===== config.mk =====
export PLATFORM = sky130hd
export DESIGN_NAME = pdm_capture_scheduler_flat
export DESIGN_NICKNAME = d
export VERILOG_FILES = /design/src/rtl/pdm_capture_scheduler_if.sv /design/src/rtl/pdm_capture_scheduler.sv /design/src/flat_wrapper.sv
export SDC_FILE = /design/constraint.sdc
export NUM_CORES = 1
export LEC_CHECK = 0
export ABC_CLOCK_PERIOD_IN_PS = 3000
export CAP_MARGIN = 10
export CORE_AREA = 2 2 97 99
export CTS_CLUSTER_DIAMETER = 50
export DETAILED_ROUTE_END_ITERATION = 10
export DIE_AREA = 0 0 99 101
export SETUP_SLACK_MARGIN = 0.02
export SYNTH_ARGS = -nofsm -noshare
export SYNTH_HDL_FRONTEND = slang
export SYNTH_SLANG_ARGS = --single-unit

===== constraint.sdc =====
create_clock -name clk_in -period 3 [get_ports clk_in]
set_clock_uncertainty 0.2 [all_clocks]
set_input_delay 0.3 -clock clk_in [delete_from_list [all_inputs] [get_ports clk_in]]
set_output_delay 0.3 -clock clk_in [all_outputs]
set_load 0.05 [all_outputs]

===== src/rtl/pdm_capture_scheduler_if.sv =====
// Handshake and sample bus between the PDM capture scheduler and its environment.
interface pdm_capture_scheduler_if #(
    parameter int unsigned AMP_W = 7
);
    logic             start;
    logic             abort;
    logic             mic_en;
    logic [AMP_W-1:0] amp_in;
    logic             amp_valid;
    logic [AMP_W-1:0] out_data;
    logic             out_valid;
    logic             out_ready;
    logic             busy;
    logic             done;
    logic             overflow;

    modport master (
        output start, abort, amp_in, amp_valid, out_ready,
        input  mic_en, out_data, out_valid, busy, done, overflow
    );

    modport slave (
        input  start, abort, amp_in, amp_valid, out_ready,
        output mic_en, out_data, out_valid, busy, done, overflow
    );
endinterface


===== src/rtl/pdm_capture_scheduler.sv =====
// PDM capture scheduler: mic warm-up discard, fixed-length capture into a small
// output FIFO, drain, and abort handling. Every output comes straight from a flop.
module pdm_capture_scheduler #(
    parameter int unsigned WARMUP_SAMPLES = 16,
    parameter int unsigned CAPTURE_LEN    = 1024,
    parameter int unsigned FIFO_DEPTH     = 4,
    parameter int unsigned AMP_W          = 7
) (
    input  logic                         clk_in,
    input  logic                         rst_n,
    pdm_capture_scheduler_if.slave       bus
);
    localparam int unsigned AW = $clog2(FIFO_DEPTH);
    localparam int unsigned PW = AW + 1;
    localparam int unsigned CW = 16;

    localparam logic [1:0] S_IDLE    = 2'd0;
    localparam logic [1:0] S_WARMUP  = 2'd1;
    localparam logic [1:0] S_CAPTURE = 2'd2;
    localparam logic [1:0] S_DRAIN   = 2'd3;

    logic [1:0]       state_q, state_d;
    logic [CW-1:0]    cnt_q, cnt_d, cnt_inc;
    logic [PW-1:0]    wr_ptr_q, wr_ptr_d, rd_ptr_q, rd_ptr_d;
    logic             mic_en_q, mic_en_d;
    logic             out_valid_q, out_valid_d;
    logic [AMP_W-1:0] out_data_q, out_data_d;
    logic             busy_q, busy_d;
    logic             done_q, done_d;
    logic             overflow_q, overflow_d;
    logic             full_c, empty_c, pop_c, push_c, flush_c, abort_c;
    logic [AMP_W-1:0] mem [FIFO_DEPTH];

    assign full_c  = (wr_ptr_q[AW-1:0] == rd_ptr_q[AW-1:0]) && (wr_ptr_q[AW] != rd_ptr_q[AW]);
    assign empty_c = (wr_ptr_q == rd_ptr_q);
    assign abort_c = bus.abort && (state_q != S_IDLE);
    assign pop_c   = out_valid_q && bus.out_ready && !abort_c;
    assign cnt_inc = cnt_q + CW'(1);

    // Next-state, counter, flag and FIFO-control decode; abort overrides everything.
    always_comb begin
        state_d    = state_q;
        cnt_d      = cnt_q;
        mic_en_d   = mic_en_q;
        overflow_d = overflow_q;
        done_d     = 1'b0;
        push_c     = 1'b0;
        flush_c    = 1'b0;
        if (abort_c) begin
            state_d  = S_IDLE;
            mic_en_d = 1'b0;
            cnt_d    = '0;
            flush_c  = 1'b1;
        end else begin
            case (state_q)
                S_IDLE: begin
                    if (bus.start) begin
                        overflow_d = 1'b0;
                        cnt_d      = '0;
                        mic_en_d   = 1'b1;
                        state_d    = (WARMUP_SAMPLES == 0) ? S_CAPTURE : S_WARMUP;
                    end
                end
                S_WARMUP: begin
                    if (bus.amp_valid) begin
                        if (cnt_inc == CW'(WARMUP_SAMPLES)) begin
                            cnt_d   = '0;
                            state_d = S_CAPTURE;
                        end else begin
                            cnt_d = cnt_inc;
                        end
                    end
                end
                S_CAPTURE: begin
                    if (bus.amp_valid) begin
                        if (!full_c || pop_c) begin
                            push_c = 1'b1;
                        end else begin
                            overflow_d = 1'b1;
                        end
                        cnt_d = cnt_inc;
                        if (cnt_inc == CW'(CAPTURE_LEN)) begin
                            state_d  = S_DRAIN;
                            mic_en_d = 1'b0;
                        end
                    end
                end
                S_DRAIN: begin
                    if (empty_c) begin
                        state_d = S_IDLE;
                        done_d  = 1'b1;
                    end
                end
                default: state_d = S_IDLE;
            endcase
        end
    end

    // Pointer update and look-ahead of the FIFO head so OUT_DATA/OUT_VALID can be flops.
    always_comb begin
        wr_ptr_d = flush_c ? '0 : wr_ptr_q + PW'(push_c);
        rd_ptr_d = flush_c ? '0 : rd_ptr_q + PW'(pop_c);
        out_valid_d = (rd_ptr_d != wr_ptr_d);
        if (rd_ptr_d == wr_ptr_d) begin
            out_data_d = '0;
        end else if (push_c && (rd_ptr_d == wr_ptr_q)) begin
            out_data_d = bus.amp_in;
        end else begin
            out_data_d = mem[rd_ptr_d[AW-1:0]];
        end
        busy_d = (state_d != S_IDLE);
    end

    // FIFO storage; contents are don't-care until the pointers say otherwise.
    always_ff @(posedge clk_in) begin
        if (push_c) begin
            mem[wr_ptr_q[AW-1:0]] <= bus.amp_in;
        end
    end

    // State and output registers.
    always_ff @(posedge clk_in or negedge rst_n) begin
        if (!rst_n) begin
            state_q     <= S_IDLE;
            cnt_q       <= '0;
            wr_ptr_q    <= '0;
            rd_ptr_q    <= '0;
            mic_en_q    <= 1'b0;
            out_valid_q <= 1'b0;
            out_data_q  <= '0;
            busy_q      <= 1'b0;
            done_q      <= 1'b0;
            overflow_q  <= 1'b0;
        end else begin
            state_q     <= state_d;
            cnt_q       <= cnt_d;
            wr_ptr_q    <= wr_ptr_d;
            rd_ptr_q    <= rd_ptr_d;
            mic_en_q    <= mic_en_d;
            out_valid_q <= out_valid_d;
            out_data_q  <= out_data_d;
            busy_q      <= busy_d;
            done_q      <= done_d;
            overflow_q  <= overflow_d;
        end
    end

    assign bus.mic_en    = mic_en_q;
    assign bus.out_valid = out_valid_q;
    assign bus.out_data  = out_data_q;
    assign bus.busy      = busy_q;
    assign bus.done      = done_q;
    assign bus.overflow  = overflow_q;
endmodule


===== src/flat_wrapper.sv =====
// flat-port wrapper written by rule: the top's interface ports become plain ports
module pdm_capture_scheduler_flat 
#(
    parameter int unsigned WARMUP_SAMPLES = 16,
    parameter int unsigned CAPTURE_LEN    = 1024,
    parameter int unsigned FIFO_DEPTH     = 4,
    parameter int unsigned AMP_W          = 7
)
  (clk_in, rst_n, bus_start, bus_abort, bus_amp_in, bus_amp_valid, bus_out_ready, bus_mic_en, bus_out_data, bus_out_valid, bus_busy, bus_done, bus_overflow);
  pdm_capture_scheduler_if #(.AMP_W(AMP_W)) bus_i ();
  input  logic clk_in;
  input  logic rst_n;
  input wire logic [$bits(bus_i.start)-1:0] bus_start;
  input wire logic [$bits(bus_i.abort)-1:0] bus_abort;
  input wire logic [$bits(bus_i.amp_in)-1:0] bus_amp_in;
  input wire logic [$bits(bus_i.amp_valid)-1:0] bus_amp_valid;
  input wire logic [$bits(bus_i.out_ready)-1:0] bus_out_ready;
  output wire logic [$bits(bus_i.mic_en)-1:0] bus_mic_en;
  output wire logic [$bits(bus_i.out_data)-1:0] bus_out_data;
  output wire logic [$bits(bus_i.out_valid)-1:0] bus_out_valid;
  output wire logic [$bits(bus_i.busy)-1:0] bus_busy;
  output wire logic [$bits(bus_i.done)-1:0] bus_done;
  output wire logic [$bits(bus_i.overflow)-1:0] bus_overflow;
  assign bus_i.start = bus_start;
  assign bus_i.abort = bus_abort;
  assign bus_i.amp_in = bus_amp_in;
  assign bus_i.amp_valid = bus_amp_valid;
  assign bus_i.out_ready = bus_out_ready;
  assign bus_mic_en = bus_i.mic_en;
  assign bus_out_data = bus_i.out_data;
  assign bus_out_valid = bus_i.out_valid;
  assign bus_busy = bus_i.busy;
  assign bus_done = bus_i.done;
  assign bus_overflow = bus_i.overflow;
  pdm_capture_scheduler #(.WARMUP_SAMPLES(WARMUP_SAMPLES), .CAPTURE_LEN(CAPTURE_LEN), .FIFO_DEPTH(FIFO_DEPTH), .AMP_W(AMP_W)) u_core (.clk_in(clk_in), .rst_n(rst_n), .bus(bus_i));
endmodule

* Yosys cells after proc, flatten, opt, wreduce, memory -nomap -nowiden
Memories as Yosys holds them, arrays and structs flattened. Index checks and enable logic that the tools add are counted.
Storage, ports and cells: bits of input ports 13, output and inout bits 12, word-level logic and storage cells 87, flip-flop bits (word level) 36, memories kept 1, RAM bits 28
Cells by class: reduce and logical (&&, ||, !) cells 17, bitwise gates (word level) 1, add/subtract/negate cells 3, mux-type cells 37, eq/ne operators 18
Memories:
- u_core.mem | depth 4, bits a word 7, read ports 1, clocked after memory_dff 0, wr ports 1, line pdm_capture_scheduler.sv:32 | logic [AMP_W-1:0] mem [FIFO_DEPTH];
Operators by type and width (count):
- 2-to-1 mux 16 bit | 5
- case mux 16 bit (3 select lines) | 1
- 2-to-1 mux 1 bit | 17
- adder 16 x 1 -> 16 bit, second input constant | 1
- equality test 16 x 11 -> 1 bit, second input constant | 1
- equality test 16 x 5 -> 1 bit, second input constant | 1
- 2-to-1 mux 2 bit | 7
- 2-to-1 mux 7 bit | 2
- equality test 3 bit | 3
- != test 3 x 2 -> 1 bit, second input constant | 3
- case mux 2 bit (4 select lines) | 1
- AND reduction 4 bit | 2
- adder 3 x 1 -> 3 bit | 2
- 2-to-1 mux 3 bit | 2
- != test 2 bit, second input constant | 3
- nonzero test 2 bit | 3
- logical AND 1 bit | 5
- AND reduction 5 bit | 1
- equality test 2 bit, second input constant | 2
- case mux 1 bit (2 select lines) | 2
- nonzero test 4 bit | 1
- != test 3 x 1 -> 1 bit, second input constant | 1
- != test 3 bit | 1
- nonzero test 3 bit | 1
- 7 further kinds | 8

* Longest topological paths before layout
depth after elaboration 13, mapped depth 13, mapped depth without buffers 12

* Worst setup path before layout
No wires, ideal clock.
kind register -> register, start register u_core.state_q[0], end register u_core.out_data_q[0] (netlist: u_core.bus.out_data[0]), data arrival time 2943 ps, stages on the path, launching flop included 13, setup time 150 ps, path slack -293 ps, data required time 2650 ps, period minus slack after synthesis 3293 ps, cell sequence dfrtp_1 inv_1 ha_1 clkbuf_1 nand2b_1 clkbuf_1 nand3_1 a21oi_1 ha_1 ha_1 xor2_1 o31ai_1 nor2_1
Between the ends: word-level cells in the longest chain between the ends 13, elaborated cells between the ends (all ways) 21
RTL lines:
- start: declaration | line pdm_capture_scheduler.sv:22 | logic [1:0] state_q, state_d;
- start signal: assignment | line pdm_capture_scheduler.sv:135 | state_q <= state_d;
- nonzero test 2 bit | line pdm_capture_scheduler.sv:36 | assign abort_c = bus.abort && (state_q != S_IDLE);
- logical AND 1 bit | line pdm_capture_scheduler.sv:36
- zero test 1 bit | line pdm_capture_scheduler.sv:37 | assign pop_c = out_valid_q && bus.out_ready && !abort_c;
- logical AND 1 bit | line pdm_capture_scheduler.sv:37
- logical OR 1 bit | line pdm_capture_scheduler.sv:76 | if (!full_c || pop_c) begin
- 2-to-1 mux 1 bit | line pdm_capture_scheduler.sv:76
- 2-to-1 mux 1 bit | line pdm_capture_scheduler.sv:75 | if (bus.amp_valid) begin
- 2-to-1 mux 1 bit | line pdm_capture_scheduler.sv:55 | case (state_q)
- 2-to-1 mux 1 bit | line pdm_capture_scheduler.sv:49 | if (abort_c) begin
- adder 3 x 1 -> 3 bit | line pdm_capture_scheduler.sv:101 | wr_ptr_d = flush_c ? '0 : wr_ptr_q + PW'(push_c);
- 2-to-1 mux 3 bit | line pdm_capture_scheduler.sv:101
- equality test 3 bit | line pdm_capture_scheduler.sv:104 | if (rd_ptr_d == wr_ptr_d) begin
- 2-to-1 mux 7 bit (*) | line pdm_capture_scheduler.sv:104
- via u_core.out_data_d[0] | line pdm_capture_scheduler.sv:27 | logic [AMP_W-1:0] out_data_q, out_data_d;
- end signal: assignment | line pdm_capture_scheduler.sv:141 | out_data_q <= out_data_d;
- end: declaration | line pdm_capture_scheduler.sv:27
Mark *: on every way through the listed nets, which the timed path passes. The rest lies on a longest branch. A chain may end at the register's enable or synchronous reset.

* Worst setup path after layout
start register u_core.cnt_q[0], end register u_core.busy_q (netlist: u_core.bus.busy)
Between the ends: word-level cells in the longest chain between the ends 7, elaborated cells between the ends (all ways) 10
RTL lines:
- start: declaration | line pdm_capture_scheduler.sv:23 | logic [CW-1:0] cnt_q, cnt_d, cnt_inc;
- start signal: assignment | line pdm_capture_scheduler.sv:136 | cnt_q <= cnt_d;
- adder 16 x 1 -> 16 bit (*) | line pdm_capture_scheduler.sv:38 | assign cnt_inc = cnt_q + CW'(1);
- equality test 16 x 11 -> 1 bit / equality test 16 x 5 -> 1 bit (equally long branches) | line pdm_capture_scheduler.sv:82, pdm_capture_scheduler.sv:66
- 2-to-1 mux 2 bit (on tied branches) | line pdm_capture_scheduler.sv:82, pdm_capture_scheduler.sv:66
- 2-to-1 mux 2 bit (on tied branches) | line pdm_capture_scheduler.sv:75, pdm_capture_scheduler.sv:65
- case mux 2 bit (4 select lines) (*) | line pdm_capture_scheduler.sv:55
- 2-to-1 mux 2 bit (*) | line pdm_capture_scheduler.sv:49
- nonzero test 2 bit (*) | line pdm_capture_scheduler.sv:111 | busy_d = (state_d != S_IDLE);
- via u_core.busy_d | line pdm_capture_scheduler.sv:28 | logic busy_q, busy_d;
- end signal: assignment | line pdm_capture_scheduler.sv:142 | busy_q <= busy_d;
- end: declaration | line pdm_capture_scheduler.sv:28
Marked as above.

==> impl_metrics.py <==
metrics = {
    "synthesis": {
        "ys_types": 54,
        "yosysWarnings": 0,
        "synth_seq_area_share_pct": 49.5,
        "synth_top_flop_cell": "dfrtp_1",
        "synth_area_sq_um": 3520,
        "async_reset_ff_share_pct": 56.3,
        "synth_seq_cells": 64,
        "syn-mean-instance-area_sq_um": 9.94,
        "synth-edff-count": 28,
        "syn_inst": 354,
        "synth_nets": 376,
    },
    "layout": {
        "final_cell_area_sq_um": 4330,
        "multi_input_area_sq_um": 1680,
        "final_net_count": 425,
        "seqCellArea_sq_um": 1740,
        "num_antenna_cells": 0,
        "n_fill_cell": 831,
        "area_growth_pct": 23.2,
        "drive_above_1_share_pct": 15.9,
    },
    "outcome": {
        "status": "complete, no violations",
    },
    "floorplan": {
        "start_util_pct": 39.2,
        "die-area_sq_um": 10000,
        "ios": 25,
        "dieWidth_microns": 99,
        "row_count": 35,
        "core_area_sq_um": 8980,
        "die_y_microns": 101,
    },
    "min_path": {
        "hold_class": "reg -> reg",
    },
    "pwr": {
        "p_per_area_nw_per_um2": 859,
        "vdd_drop_max_v": 0.000393,
        "p_leak_nw": 1.78,
    },
    "sta": {
        "setup-violations-final": 0,
        "tightest_slew_ns": 0.850,
        "tns_ns": 0,
        "hold_violations": 0,
        "fin_crit_ns": 2.83,
        "rsz0062_at_grt": "false",
        "max_freq_mhz": 353,
        "slew_headroom_pct": 43.3,
        "finalCritPeriodShare_pct": 94.4,
        "slew_violations": 0,
        "hold_slack_ns": 0.290,
    },
    "critical_path": {
        "critPathBufInv": 0,
        "required_ns": 3.02,
        "slowest_stage": "or4b_4",
        "slowest_delay_ns": 0.55,
        "crit_fanout": 7,
        "start_kind": "flip-flop",
        "crit_chain": "ha_1 -> and3_1 -> nand2_4 -> or4b_4 -> a211oi_2 -> and2_4 -> a21oi_2 -> or4_1",
        "cp_top_family": "simple AND/OR/NAND/NOR gates",
        "path_class": "reg -> reg",
        "crit_arrival_ns": 2.85,
        "end_kind": "flip-flop",
    },
    "placement": {
        "place.gp.congestion": 0.860,
        "hpwl_mm": 5.72,
        "port_buffers": 24,
        "place_area_sq_um": 4080,
    },
    "global_route": {
        "antenna_found_initial": 0,
        "grt_first_pass_wirelength_mm": 13.6,
        "grt_pass1_vias": 2771,
        "overflow": 0,
        "track_usage_pct": 17.3,
        "grt_max_degree": 37,
    },
    "drt": {
        "firstDrtPassIters": 4,
        "drt_iter0_drc": 118,
        "wl_per_cell_microns": 16.2,
        "drt-total-wl_mm": 8.39,
        "vias_per_cell": 5.53,
        "ant_nets": 0,
        "drc": 0,
        "vias": 2869,
    },
    "cts": {
        "post_cts_buffers": 0,
        "cts_tree": "done",
        "cts.sinks": 64,
        "cts-root-buf": "clkbuf_8",
        "cts_buffers": 9,
        "cts_buffer_depth": 2,
        "h-tree-depth": 3,
        "worst_skew_pair.late_latency_ns": 0.35,
        "path_clk_slew_ns": 0.07,
    },
    "job": {
        "max_cap_violations": 0,
    },
}
-- worst paths after layout --
| path | startpoint | end | slack [ns] | cells past startpoint |
|---|---|---|---|---|
| worst max-delay path | u_core.cnt_q[0]$_DFFE_PN0P_ | u_core.bus.busy$_DFF_PN0_ | 0.17 | 8 |
| worst min-delay path | u_core.cnt_q[15]$_DFFE_PN0P_ | u_core.cnt_q[15]$_DFFE_PN0P_ | 0.29 | 2 |
| worst max register to register | u_core.cnt_q[0]$_DFFE_PN0P_ | u_core.bus.busy$_DFF_PN0_ | 0.17 | 8 |
| worst min register to register | u_core.cnt_q[15]$_DFFE_PN0P_ | u_core.cnt_q[15]$_DFFE_PN0P_ | 0.29 | 2 |
| max in group asynchronous | rst_n | u_core.cnt_q[7]$_DFFE_PN0P_ | 1.67 | 2 |
| min in group asynchronous | rst_n | u_core.cnt_q[11]$_DFFE_PN0P_ | 0.39 | 2 |
-- worst reg2reg max path, stage by stage, from the launching register on --
cell and delay (ns):
dfrtp_1 0.36, ha_1 0.21, and3_1 0.30, nand2_4 0.06, or4b_4 0.55, a211oi_2 0.26, and2_4 0.22, a21oi_2 0.06
or4_1 0.49
-- final cells by class --
type | instances | share of cell area [%]
clock inverters | 7 | 2.37
flip-flops and latches | 64 | 40.2
inverters | 10 | 0.895
well taps | 111 | 3.20
multi-input cells | 260 | 38.7
repair buffers | 58 | 11.7
clock buffers | 9 | 2.86
-- power by group --
group / internal (W) / switching [W] / total (W)
registers: 0.00104 / 0.0000626 / 0.00110
logic: 0.000697 / 0.00108 / 0.00178
clock network: 0.000476 / 0.000369 / 0.000845
total: 0.00221 / 0.00151 / 0.00372
-- state kept, by name, indices dropped and copies added (netlist names) --
signal	count
u_core.bus.busy	1
u_core.bus.done	1
u_core.bus.mic_en	1
u_core.bus.out_data	7
u_core.bus.out_valid	1
u_core.bus.overflow	1
u_core.cnt_q	16
u_core.mem	28
u_core.rd_ptr_q	3
u_core.state_q	2
u_core.wr_ptr_q	3
-- per-stage QoR --
step | power [W] | utilization (%) | instances | setup WS, ns
floorplan | 0.00229 | - | 354 | 0.0285
global placement | 0.00284 | 45.5 | 502 | 0.202
detailed placement | 0.00288 | 45.5 | 502 | 0.117
CTS | 0.00373 | 48.1 | 519 | 0.157
global route | 0.00398 | 48.3 | 519 | 0.0287
finish | 0.00372 | 48.3 | 519 | 0.167
-- layer usage --
metal  vias up  wire length, microns  GRT usage, %
met2        61                  3910          26.9
met4         0                   123          6.53
met3        11                   397          4.99
li1       1419                     -             -
met5         -                     0             0
met1      1378                  3960          22.9
-- cells in the final DEF (no fill, tap or decap), types with 3 or more instances in the layout --
cell | synthesis | layout
buf_4 | 3 | 31
o21a_1 | 4 | 4
clkbuf_8 | 0 | 9
nand3_1 | 18 | 18
edfxtp_1 | 28 | 28
mux2i_1 | 7 | 7
xnor2_1 | 10 | 10
nor2_1 | 30 | 29
a31oi_1 | 17 | 17
nand4_1 | 8 | 8
a21oi_1 | 11 | 10
clkdlybuf4s50_1 | 0 | 23
inv_1 | 9 | 9
nand2b_1 | 5 | 5
nor3_1 | 6 | 6
and3_1 | 5 | 4
ha_1 | 9 | 9
o21ai_0 | 18 | 18
nand2_1 | 35 | 33
and2_1 | 3 | 3
xor2_1 | 5 | 5
and4_1 | 4 | 4
dfrtp_1 | 36 | 36
o31ai_1 | 4 | 3
nor2b_1 | 10 | 10
a22o_1 | 11 | 11
a211oi_1 | 9 | 9
-- cells in the mapped netlist, drive strengths merged (2+ instances only) --
cell type	number	area, sq um
and3	5	31.3
dfrtp	36	901
nor3	6	30.0
or4	2	15.0
nand4	8	50.1
edfxtp	28	841
and4	4	35.0
a22o	11	96.3
o21a	4	30.0
mux2i	7	70.1
o31ai	4	30.0
xnor2	10	87.6
xor2	5	43.8
a21boi	2	15.0
a31oi	17	106
inv	9	33.8
clkbuf	12	46.3
a211oi	10	80.1
nor2b	10	62.6
ha	9	113
o2111ai	2	17.5
nand2b	5	31.3
o21ai	19	95.1
nand2	36	143
nor3b	2	15.0
nor4	3	18.8
a21oi	12	63.8
nor2	30	113
and2	4	27.5
or3	2	12.5
nand3	18	90.1
buf	8	45.0
-- kinds of logic after synthesis --
family / synth area share [%]
adders and majority gates: 3.20
xor gates and xnor gates: 3.74
DFF: 49.5
muxes: 2.31
AOI/OAI and AO/OA: 17.8
and+or+nand+nor: 19.8
buffers and inverters: 3.66
-- repair_timing --
action / 4_1_cts / 5_1_grt
resized for setup: 0 / 4
hold buffers: 1 / 0
hold endpoints to repair: 36 / 0
endpoints found under the setup margin: 0 / 17
No activity file was read; power rests on OpenSTA's default activity.
